$ cat src/rtl/hazard_control_unit.sv
// Stall/flush controller for the 5-stage pipeline: load-use interlock, data-memory wait
// freeze with timeout, and branch squash. Also keeps saturating event counters.
module hazard_control_unit #(
   parameter int MEM_TIMEOUT = 64,
   parameter int CNT_W       = 16
) (
   input  logic             CLK,
   input  logic             RST_N,
   input  logic [4:0]       rs1_D,
   input  logic [4:0]       rs2_D,
   input  logic             use_rs1_D,
   input  logic             use_rs2_D,
   input  logic [4:0]       rd_E,
   input  logic             memRead_E,
   input  logic             branchTaken_E,
   input  logic             dmem_req_M,
   input  logic             dmem_ack_M,
   output logic             stall_F,
   output logic             stall_D,
   output logic             stall_E,
   output logic             stall_M,
   output logic             flush_D,
   output logic             flush_E,
   output logic             flush_W,
   output logic             mem_err,
   output logic [CNT_W-1:0] load_use_cnt,
   output logic [CNT_W-1:0] branch_flush_cnt,
   output logic [CNT_W-1:0] mem_wait_cnt
);

   localparam int TW = $clog2(MEM_TIMEOUT + 1);

   typedef enum logic [1:0] {RUN, MEM_WAIT, ERR} state_t;

   state_t             r_state;
   logic [TW-1:0]      r_tmo;
   logic               r_memErr;
   logic [CNT_W-1:0]   r_luCnt;
   logic [CNT_W-1:0]   r_brCnt;
   logic [CNT_W-1:0]   r_mwCnt;

   logic w_lu;
   logic w_mw;
   logic w_br;
   logic w_freeze;
   logic w_brAct;
   logic w_luAct;
   logic w_mwCount;

   assign w_lu = memRead_E && (rd_E != 5'd0) &&
                 ((use_rs1_D && (rd_E == rs1_D)) || (use_rs2_D && (rd_E == rs2_D)));
   assign w_mw = dmem_req_M && !dmem_ack_M;
   assign w_br = branchTaken_E;

   // Freeze outranks everything; a branch squashes any dependent instruction, so lu is last.
   assign w_freeze  = (r_state == ERR) || w_mw;
   assign w_brAct   = !w_freeze && w_br;
   assign w_luAct   = !w_freeze && !w_br && w_lu;
   assign w_mwCount = w_mw && (r_state != ERR);

   always_comb begin
      stall_F = 1'b0;
      stall_D = 1'b0;
      stall_E = 1'b0;
      stall_M = 1'b0;
      flush_D = 1'b0;
      flush_E = 1'b0;
      flush_W = 1'b0;
      if (!RST_N) begin
         flush_D = 1'b1;
         flush_E = 1'b1;
         flush_W = 1'b1;
      end else if (w_freeze) begin
         stall_F = 1'b1;
         stall_D = 1'b1;
         stall_E = 1'b1;
         stall_M = 1'b1;
         flush_W = 1'b1;
      end else if (w_brAct) begin
         flush_D = 1'b1;
         flush_E = 1'b1;
      end else if (w_luAct) begin
         stall_F = 1'b1;
         stall_D = 1'b1;
         flush_E = 1'b1;
      end
   end

   // Timeout FSM; mem_err is set on the edge that enters ERR and held until reset.
   always_ff @(posedge CLK) begin
      if (!RST_N) begin
         r_state  <= RUN;
         r_tmo    <= '0;
         r_memErr <= 1'b0;
      end else begin
         case (r_state)
            RUN: begin
               if (w_mw) begin
                  r_state <= MEM_WAIT;
                  r_tmo   <= TW'(1);
               end
            end
            MEM_WAIT: begin
               if (!w_mw) begin
                  r_state <= RUN;
               end else if (r_tmo == TW'(MEM_TIMEOUT)) begin
                  r_state  <= ERR;
                  r_memErr <= 1'b1;
               end else begin
                  r_tmo <= r_tmo + TW'(1);
               end
            end
            ERR:     r_state <= ERR;
            default: r_state <= RUN;
         endcase
      end
   end

   always_ff @(posedge CLK) begin
      if (!RST_N) begin
         r_luCnt <= '0;
         r_brCnt <= '0;
         r_mwCnt <= '0;
      end else begin
         if (w_luAct && (r_luCnt != '1))   r_luCnt <= r_luCnt + CNT_W'(1);
         if (w_brAct && (r_brCnt != '1))   r_brCnt <= r_brCnt + CNT_W'(1);
         if (w_mwCount && (r_mwCnt != '1)) r_mwCnt <= r_mwCnt + CNT_W'(1);
      end
   end

   assign mem_err          = r_memErr;
   assign load_use_cnt     = r_luCnt;
   assign branch_flush_cnt = r_brCnt;
   assign mem_wait_cnt     = r_mwCnt;

endmodule

$ cat config.mk
export PLATFORM = sky130hd
export DESIGN_NAME = hazard_control_unit
export DESIGN_NICKNAME = d
export VERILOG_FILES = /design/src/rtl/hazard_control_unit.sv
export SDC_FILE = /design/constraint.sdc
export NUM_CORES = 1
export LEC_CHECK = 0
export BUFFER_PORTS_ARGS = -buffer_cell sky130_fd_sc_hd__buf_2
export CAP_MARGIN = 20
export CORE_ASPECT_RATIO = 0.6
export CORE_MARGIN = 1
export CORE_UTILIZATION = 25
export DETAILED_ROUTE_END_ITERATION = 10
export PLACE_DENSITY = 0.51
export SLEW_MARGIN = 20
export SYNTH_ARGS = -nofsm -noshare
export SYNTH_HDL_FRONTEND = slang
export SYNTH_SLANG_ARGS = --single-unit
export TNS_END_PERCENT = 1
$ cat constraint.sdc
create_clock -name CLK -period 4.9 [get_ports CLK]
set_input_delay 0.735 -clock CLK [delete_from_list [all_inputs] [get_ports CLK]]
set_output_delay 0.735 -clock CLK [all_outputs]
set_load 0.01 [all_outputs]
==> flow_summary.json <==
{
  "status": "finished clean",
  "grt_max_degree": 31,
  "io_pins": 79,
  "overflow": 0,
  "power_density_mw_per_mm2": 279.5,
  "layout-drive-gt1-share_pct": 22.37,
  "cts-buffers-inserted": 9,
  "clkTransAtPathRegs_ps": 50,
  "path_max_fanout": 28,
  "fin_crit_sh_pct": 60.98,
  "routed_wl_um": 8335,
  "post-route-min-period_ps": 2988,
  "fin_nets": 481,
  "multiInputGateArea_sq_mm": 0.001873,
  "drt_iter0_drc": 135,
  "crit_arrival_ps": 2250,
  "synth-async-reset-ratio_pct": 0,
  "p_sw_share_pct": 22.95,
  "post_cts_buffers": 0,
  "whs_path_depth": 2,
  "num_vias": 2962,
  "hold_class": "flop to flop",
  "syn-num-nets": 403,
  "htree_levels": 3,
  "internal_power_uw": 852.1,
  "drv_slew": 0,
  "post-route-drc-count": 0,
  "dr.pass1.iters": 4,
  "crit_path_start": "rd_E[2]",
  "timing.setup.tns_ps": 0,
  "setup_viol": 0,
  "die-area_sq_mm": 0.01310,
  "yosysSeqAreaShare_pct": 36.78,
  "core_sq_mm": 0.01218,
  "die_width_um": 147.1,
  "grt_setup_unrepaired": "false",
  "drv_cap": 0,
  "clk_latency_ps": 330,
  "postSynthAreaPerCell_sq_um": 8.418,
  "antenna_found_initial": 0,
  "dp_hpwl_um": 6102,
  "max-clock-path-buffers": 2,
  "grt_use_total_pct": 13.17,
  "power.leakage_nw": 1.509,
  "postCtsResizedCells": 0,
  "tightestPinTransition_ps": 797.2,
  "port_buffers": 78,
  "ys_ff_latch": 58,
  "holdBufCountCts": 0,
  "n_antenna_cell": 0,
  "netSwitchingPower_uw": 253.8,
  "synthFlopType": "dfxtp_1",
  "final_hold_viol_count": 0,
  "rr_startpoint": "load_use_cnt[0]",
  "wire_per_inst_um": 13.42,
  "cp-end-kind": "primary output",
  "irDropWorstVdd_v": 0.0001358,
  "grt_pass1_wl_um": 13450,
  "cts_tree": "done",
  "num_rows": 31,
  "synth_warnings": 0,
  "vias_per_cell": 4.770,
  "synth_cell_types": 46,
  "cts_sinks": 58,
  "min-delay-start": "mem_err",
  "startpoint_type": "input pin",
  "final_util_pct": 32.48,
  "area_growth_pct": 25.33,
  "place_congestion": 0.8301,
  "nFillCells": 1317,
  "rrSetupSlack_ps": 2800,
  "start_util_pct": 25.92,
  "fin_worst_skew_ps": 5.637,
  "synth_edf_count": 0,
  "power_frac_seq_pct": 43.5,
  "reg2reg_depth": 6,
  "pwr-share-clk_pct": 50.0,
  "max-slew-margin-rel_pct": 46.80,
  "critical_path_class": "input pin to primary output",
  "drtAntennaViolNets": 0,
  "power_mw": 1.106,
  "synthCells": 375,
  "max_freq_ghz": 0.3347,
  "cp.required_ps": 4160,
  "p_comb_share_pct": 6.4,
  "root_buffer": "clkbuf_16",
  "die_y_um": 89.04,
  "grt_pass1_vias": 2687,
  "syn-cell-area_sq_mm": 0.003157,
  "regArea_sq_mm": 0.001161
}
-- worst max-delay path, stage by stage --
cell and delay, ps:
buf_2 120, xor2_1 160, nor4_2 310, a32oi_2 150, buf_4 240, nand2b_1 170, a21oi_1 180, buf_2 170
-- final timing paths --
check                          end
setup / recovery           stall_D
hold / removal             mem_err
setup reg to reg  load_use_cnt[15]
hold reg to reg            mem_err
-- cell families (layout without fill, tap and decap cells) --
group	Yosys count	in the layout	synth area share (%)
compound gates	70	70	14.11
xor+xnor	27	27	7.491
fa+ha+maj	5	5	1.982
buf+inv	27	108	3.884
flops	58	58	36.78
mux	11	11	3.488
simple gates	177	177	32.26
-- Yosys cell counts (8+ instances only) --
cell      number  area share, %
xor2_1        14            3.9
nor4_1         8            1.6
a21oi_1       23            3.6
nand2b_1      13            2.6
mux2i_1       11            3.5
nand2_1       33            3.9
inv_1         13            1.5
dfxtp_1       58             37
clkbuf_1       8           0.95
nand4_1       14            2.8
nand3_1       18            2.9
nor2_1        27            3.2
and3_1         9            1.8
o21ai_0       16            2.5
and4_1        10            2.8
or4_1          8            1.9
xnor2_1       13            3.6
or3_1         12            2.4
-- sequential cells by signal (all words and copies together) (netlist names) --
register,count
branch_flush_cnt,16
load_use_cnt,16
mem_err,1
mem_wait_cnt,16
r_state,2
r_tmo,7
-- power groups by stage --
stage	registers [mW]	logic [mW]	clock network [mW]
2_1_floorplan	0.491	0.0432	0
3_3_place_gp	0.491	0.0710	0
3_5_place_dp	0.491	0.0723	0
4_1_cts	0.481	0.0727	0.574
5_1_grt	0.481	0.0799	0.597
6_report	0.482	0.0713	0.553
-- metrics by stage --
stage	instances	setup WS, ps	hold slack, ps	area (sq um)
after global placement	607	1962	441.7	3702
after detailed placement	607	1894	440.2	3702
final	621	1912	441.6	3956
after CTS	621	1890	448.1	3956
after floorplan	375	2020	469.6	3157
after global routing	621	1775	462.0	3956
-- cells in the final DEF (no fill, tap or decap), types with 2 or more instances in the layout --
| cell | count |
|---|---|
| nand3_1 | 18 |
| xor2_1 | 14 |
| nand4_1 | 14 |
| o21ai_0 | 16 |
| o211ai_1 | 4 |
| buf_4 | 3 |
| or3_1 | 12 |
| buf_2 | 78 |
| or4_1 | 8 |
| nor3_1 | 5 |
| nor2_1 | 27 |
| a21oi_1 | 23 |
| o31ai_1 | 7 |
| nor4_2 | 7 |
| ha_1 | 5 |
| a211oi_1 | 4 |
| dfxtp_1 | 58 |
| and4_1 | 10 |
| clkbuf_1 | 4 |
| clkbuf_16 | 9 |
| nor4_1 | 8 |
| mux2i_1 | 11 |
| o21a_1 | 5 |
| xnor2_1 | 13 |
| nand2b_1 | 13 |
| and3_1 | 9 |
| o31a_1 | 2 |
| nand2_1 | 33 |
| and2_1 | 6 |
| inv_1 | 13 |
-- area by class of cell --
| type | count | area share [%] |
|---|---|---|
| inverter | 13 | 1.233 |
| multi-input combinational | 290 | 47.34 |
| sequential | 58 | 29.35 |
| clock buffer | 14 | 6.420 |
| timing repair buffer | 81 | 10.44 |
| tap | 165 | 5.218 |
-- routing by layer --
metal	global-route usage [%]	routed length [um]	vias up
met5	0	0	-
met4	4.592	80	0
met3	5.816	511	7
met2	18.78	3429	53
met1	17.54	4314	1371
li1	-	-	1531
Note: power is estimated with default switching activity, not from simulation.
